$ cat src/rtl/timer_dev.sv
// rtl/timer_dev.sv - memory-mapped countdown timer with interrupt request
//
// Purpose:
//   Device-side countdown timer on the CPU/device bridge. Software programs a
//   reload value (PRESET) and a control word (CTRL); the timer loads PRESET,
//   counts down to zero, sets a pending flag and requests an interrupt when
//   CTRL.IM is set. One-shot mode disables itself on expiry; auto-reload mode
//   restarts from PRESET after a single-cycle interrupt pulse.
//
// Register map (addr[3:2]):
//   0 CTRL   rw  [0] EN, [2:1] MODE (01 auto-reload, otherwise one-shot), [3] IM
//   1 PRESET rw  reload value
//   2 COUNT  ro  current count
//   3 reserved, reads 0
//
// Ports:
//   clk    in   1   system clock, all state updates on rising edge
//   reset  in   1   synchronous, active-high
//   we     in   1   device write enable from the bridge
//   addr   in   32  byte address; addr[31:4] decodes the instance, addr[3:2] the register
//   wdata  in   32  store data
//   rdata  out  32  combinational read data of the register selected by addr[3:2]
//   irq    out  1   interrupt request (CTRL.IM & pending)

module timer_dev #(
  parameter logic [31:0] DEV_BASE = 32'h0000_7F00
) (
  input  logic        clk,
  input  logic        reset,
  input  logic        we,
  input  logic [31:0] addr,
  input  logic [31:0] wdata,
  output logic [31:0] rdata,
  output logic        irq
);

  localparam logic [1:0] ST_IDLE = 2'd0;
  localparam logic [1:0] ST_LOAD = 2'd1;
  localparam logic [1:0] ST_CNT  = 2'd2;
  localparam logic [1:0] ST_INT  = 2'd3;

  localparam logic [1:0] REG_CTRL   = 2'd0;
  localparam logic [1:0] REG_PRESET = 2'd1;
  localparam logic [1:0] REG_COUNT  = 2'd2;

  localparam logic [1:0] MODE_AUTO  = 2'b01;

  // Only the four implemented CTRL bits are stored; the rest read as zero.
  logic [3:0]  ctrl_q,    ctrl_d;
  logic [31:0] preset_q,  preset_d;
  logic [31:0] count_q,   count_d;
  logic        pending_q, pending_d;
  logic [1:0]  state_q,   state_d;

  logic        dev_hit;
  logic        wr_ctrl;
  logic        wr_preset;
  logic        ctrl_en;
  logic        ctrl_auto;

  // Byte lane bits carry no meaning for word registers.
  logic        unused_addr_bits;
  assign unused_addr_bits = ^addr[1:0];

  assign dev_hit   = (addr[31:4] == DEV_BASE[31:4]);
  assign wr_ctrl   = we & dev_hit & (addr[3:2] == REG_CTRL);
  assign wr_preset = we & dev_hit & (addr[3:2] == REG_PRESET);

  assign ctrl_en   = ctrl_q[0];
  assign ctrl_auto = (ctrl_q[2:1] == MODE_AUTO);

  always_comb begin
    ctrl_d    = ctrl_q;
    preset_d  = preset_q;
    count_d   = count_q;
    pending_d = pending_q;
    state_d   = state_q;

    case (state_q)
      ST_IDLE: begin
        if (ctrl_en) begin
          state_d = ST_LOAD;
        end
      end

      ST_LOAD: begin
        count_d = preset_q;
        state_d = ST_CNT;
      end

      ST_CNT: begin
        if (!ctrl_en) begin
          state_d = ST_IDLE;
        end else if (count_q > 32'd1) begin
          count_d = count_q - 32'd1;
        end else begin
          // Also covers PRESET=0: count never goes below zero.
          count_d   = 32'd0;
          pending_d = 1'b1;
          state_d   = ST_INT;
        end
      end

      ST_INT: begin
        if (ctrl_auto) begin
          // Auto-reload: pending lives for exactly the one cycle spent in INT.
          pending_d = 1'b0;
          state_d   = ST_LOAD;
        end else begin
          // One-shot: drop EN, keep pending until software acknowledges it.
          ctrl_d[0] = 1'b0;
          state_d   = ST_IDLE;
        end
      end

      default: begin
        state_d = ST_IDLE;
      end
    endcase

    // Software writes are applied last so they override any FSM update to
    // CTRL or pending in the same cycle.
    if (wr_ctrl) begin
      ctrl_d    = wdata[3:0];
      pending_d = 1'b0;
    end
    if (wr_preset) begin
      preset_d  = wdata;
      pending_d = 1'b0;
    end
  end

  always_ff @(posedge clk) begin
    if (reset) begin
      ctrl_q    <= 4'd0;
      preset_q  <= 32'd0;
      count_q   <= 32'd0;
      pending_q <= 1'b0;
      state_q   <= ST_IDLE;
    end else begin
      ctrl_q    <= ctrl_d;
      preset_q  <= preset_d;
      count_q   <= count_d;
      pending_q <= pending_d;
      state_q   <= state_d;
    end
  end

  // Read path is decoded from addr[3:2] only; reads have no side effects.
  always_comb begin
    rdata = 32'd0;
    case (addr[3:2])
      REG_CTRL:   rdata = {28'd0, ctrl_q};
      REG_PRESET: rdata = preset_q;
      REG_COUNT:  rdata = count_q;
      default:    rdata = 32'd0;
    endcase
  end

  assign irq = ctrl_q[3] & pending_q;

endmodule

$ cat config.mk
export PLATFORM = sky130hd
export DESIGN_NAME = timer_dev
export DESIGN_NICKNAME = d
export VERILOG_FILES = /design/src/rtl/timer_dev.sv
export SDC_FILE = /design/constraint.sdc
export NUM_CORES = 1
export LEC_CHECK = 0
export ABC_AREA = 1
export BUFFER_PORTS_ARGS = -buffer_cell sky130_fd_sc_hd__buf_2
export CORE_MARGIN = 2
export CORE_UTILIZATION = 30
export CTS_BUF_LIST = sky130_fd_sc_hd__clkbuf_4 sky130_fd_sc_hd__clkbuf_8
export CTS_CLUSTER_DIAMETER = 150
export DETAILED_ROUTE_END_ITERATION = 8
export PLACE_DENSITY = 0.59
export SETUP_SLACK_MARGIN = 0.02
export SLEW_MARGIN = 20
export SYNTH_ARGS = -nofsm -noshare
export SYNTH_HDL_FRONTEND = slang
export SYNTH_SLANG_ARGS = --single-unit
$ cat constraint.sdc
create_clock -name clk -period 1.9 [get_ports clk]
set_clock_uncertainty 0.05 [all_clocks]
set_input_delay 0.095 -clock clk [delete_from_list [all_inputs] [get_ports clk]]
set_output_delay 0.095 -clock clk [all_outputs]
set_load 0.01 [all_outputs]
==> results.md <==
* # rows at 45
* Post-route cell area at 6022 µm²
* Crit-path max FO at 6
* Post-place instance area at 5436 µm²
* Worst Path Required at 2.08 ns
* FFs w/ async S/R, synth at 0%
* Vias per cell at around 4.7
* GRT overflow at 0
* Synthesized area per cell at 6.051 µm²
* Pre-CTS setup slack at -0.009413 ns
* Clock transition at path regs at about 0.07 ns
* Hold Fails Final Rpt at 0
* Layout area overhead at 31.65%
* Leak at 3.037 nW
* Mapped cell area at roughly 4600 µm²
* Most frequent cells after synthesis: nand2_1, nor2_1, inv_1, dfxtp_1, o22ai_1
* Number of synthesized flops with an enable pin at 0
* Clk buf depth at 2
* Die Y at ~130 µm
* Gate Count Post-Synth at 756
* Largest net degree at the start of global routing at 35
* Antenna cells at 0
* Initial Util at between 30% and 40%
* Slew HR at 66.81%
* Worst Tran Pin Value at 0.4967 ns
* Warnings, synthesis at 0
* HPWL Detailed at 10.98 mm
* Highest clock rate at 558.3 MHz
* Startpoint types: flop
* Worst setup margin at 0.1088 ns
* TritonRoute pass-1 iters at 5
* First-pass GRT wire length at 24.50 mm
* Clk Latency, worst-skew pair at 0.37 ns
* Post-DR wirelength/cell at 13.78 µm
* Most numerous cell in the Yosys netlist: nand2_1
* Layout cells sized above 1 at 23.08%
* 1st-iter DRT viols at about 330
* Via count at ~5200
* VDD IR max at 0.2768 mV
* Fin crit share at 94.27%
* Synth top area share at between 30 and 40%
* Root Driver: clkbuf_8
* Final Net Count at 974
* Die area at 16250 µm²
* Routability cong. at about 1
* Min cycle time layout at 1.791 ns
* Number of max-slew violations in the final report at 0
* Antenna-violating nets left at 0
* Setup crit end kind: flop
* Remaining DRCs at 0
* CTS Buf Count at 9
* I/O pin count at 100
* Maxcap violations at 0
* Register area at 1423 µm²
* Vias in the first global route at 4958
* Syn nets at 825
* CTS HTree Levels at 3
* CTS tree: yes
* WL final at roughly 15 mm
* Synth top area cells: dfxtp_1, nand2_1, nor2_1
* Die width at roughly 130 µm
* WP data arrival at approximately 2.0 ns
* Post-synth top area cell: dfxtp_1
* Count of input and output buffers at 97
* Synth unique cells at 34
* Sink Count at 71
* Unrepaired setup endpoints after global routing: yes
* Synth Register Bits at 71
* Crit Path Category: reg2reg
* Outcome: completed
* Antenna violations before repair at 0
* Tot GR Track Use at 18.98%
* Multi-input gate area at 2679 µm²
* Seq/Total Area, Yosys at 31.07%
* Setup violators final at 0
* Hold WC Path Type: in2reg
* Main synth FF type: dfxtp_1
* PwrDens at approximately 470 nW/µm²
* Power Total at 2.856 mW
* Core Footprint at 15030 µm²
* # fillers at 1640
-- layout by cell type (no fill, tap or decap), types with 8 or more instances in the layout --
master,n
nand2_1,243
nor2_1,112
buf_2,97
inv_1,88
dfxtp_1,70
o22ai_1,37
buf_4,36
a21oi_1,35
dlygate4sd3_1,29
nor2_2,22
nand3_1,21
o21ai_0,16
xor2_1,14
clkbuf_8,10
nand4_1,8
nor3_1,8
nand3_2,8
-- stage by stage --
step | utilization (%) | setup TNS (ns) | hold WS (ns) | cells
floorplan | - | 0 | 0.1799 | 756
global placement | 36.16 | 0 | 0.2691 | 1049
detailed placement | 36.16 | -0.01248 | 0.2715 | 1049
CTS | 39.70 | 0 | 0.02147 | 1097
global route | 40.06 | -0.004528 | 0.06158 | 1098
finish | 40.06 | 0 | 0.03075 | 1098
-- power by group --
group          leakage, nW  internal [mW]  switching (mW)
sequential           0.572           1.49     0.000000588
clock               0.0946          0.572           0.588
combinational         2.37          0.106           0.103
total                 3.04           2.16           0.692
-- path summary, 6_finish.rpt --
path / slack [ns] / endpoint / depth (start not counted) / start
min reg2reg: 0.41 / ctrl_q[3]$_SDFFE_PP0P_ / 2 / ctrl_q[3]$_SDFFE_PP0P_
max: 0.11 / count_q[13]$_SDFFE_PP0P_ / 13 / count_q[0]$_SDFFE_PP0P_
max reg2reg: 0.11 / count_q[13]$_SDFFE_PP0P_ / 13 / count_q[0]$_SDFFE_PP0P_
min: 0.03 / ctrl_q[1]$_SDFFE_PP0P_ / 5 / wdata[1]
-- cell type report --
class / count / area share (%)
clock inverter: 2 / 0.2701
tap: 188 / 3.906
multi-input combinational: 561 / 44.48
sequential: 71 / 23.62
clock buffer: 14 / 2.784
inverter: 94 / 5.859
timing repair buffer: 168 / 19.07
-- per-layer routing --
| metal | global-route usage, % | vias up | share of wire (%) |
|---|---|---|---|
| li1 | - | 2677 | - |
| met3 | 2.513 | 14 | 5.0 |
| met4 | 6.270 | 0 | 1.4 |
| met1 | 24.35 | 2354 | 46 |
| met5 | 0 | - | 0 |
| met2 | 32.90 | 132 | 48 |
-- sequential cells by signal, summed over array words and instances, names as in the netlist --
name and count:
count_q 32, pending_q 1, ctrl_q 4, state_q 2
preset_q 32
-- critical path, stage by stage, from the launching register on --
cell and delay (ns):
dfxtp_2 0.32, inv_1 0.10, ha_4 0.15, inv_2 0.03
nand2_1 0.07, nand2_1 0.06, nor2_2 0.10, nand2_2 0.06
buf_4 0.14, o21ai_4 0.19, buf_6 0.16, o21ai_0 0.09
nand2_1 0.06, a21oi_1 0.06
-- cells by family (layout without fill, tap and decap cells) --
logic type	count (synthesis)	in the layout	synth area share (%)
flip-flops	71	71	31.07
adder cells (fa/ha/maj)	2	2	0.5470
AO/OA/AOI/OAI	104	104	13.48
buffers and inverters	124	278	11.41
XOR/XNOR	15	15	2.872
AND/OR/NAND/NOR	440	440	40.62
-- repair_timing --
action / CTS / global route
hold endpoints to repair: 30 / 0
gates resized for setup: 2 / 20
hold buffers: 29 / 0
pin swaps: 1 / 2
setup buffers: 3 / 0
gates cloned: 0 / 1
endpoints found under the setup margin: 14 / 32
No activity file was read; power rests on OpenSTA's default activity.
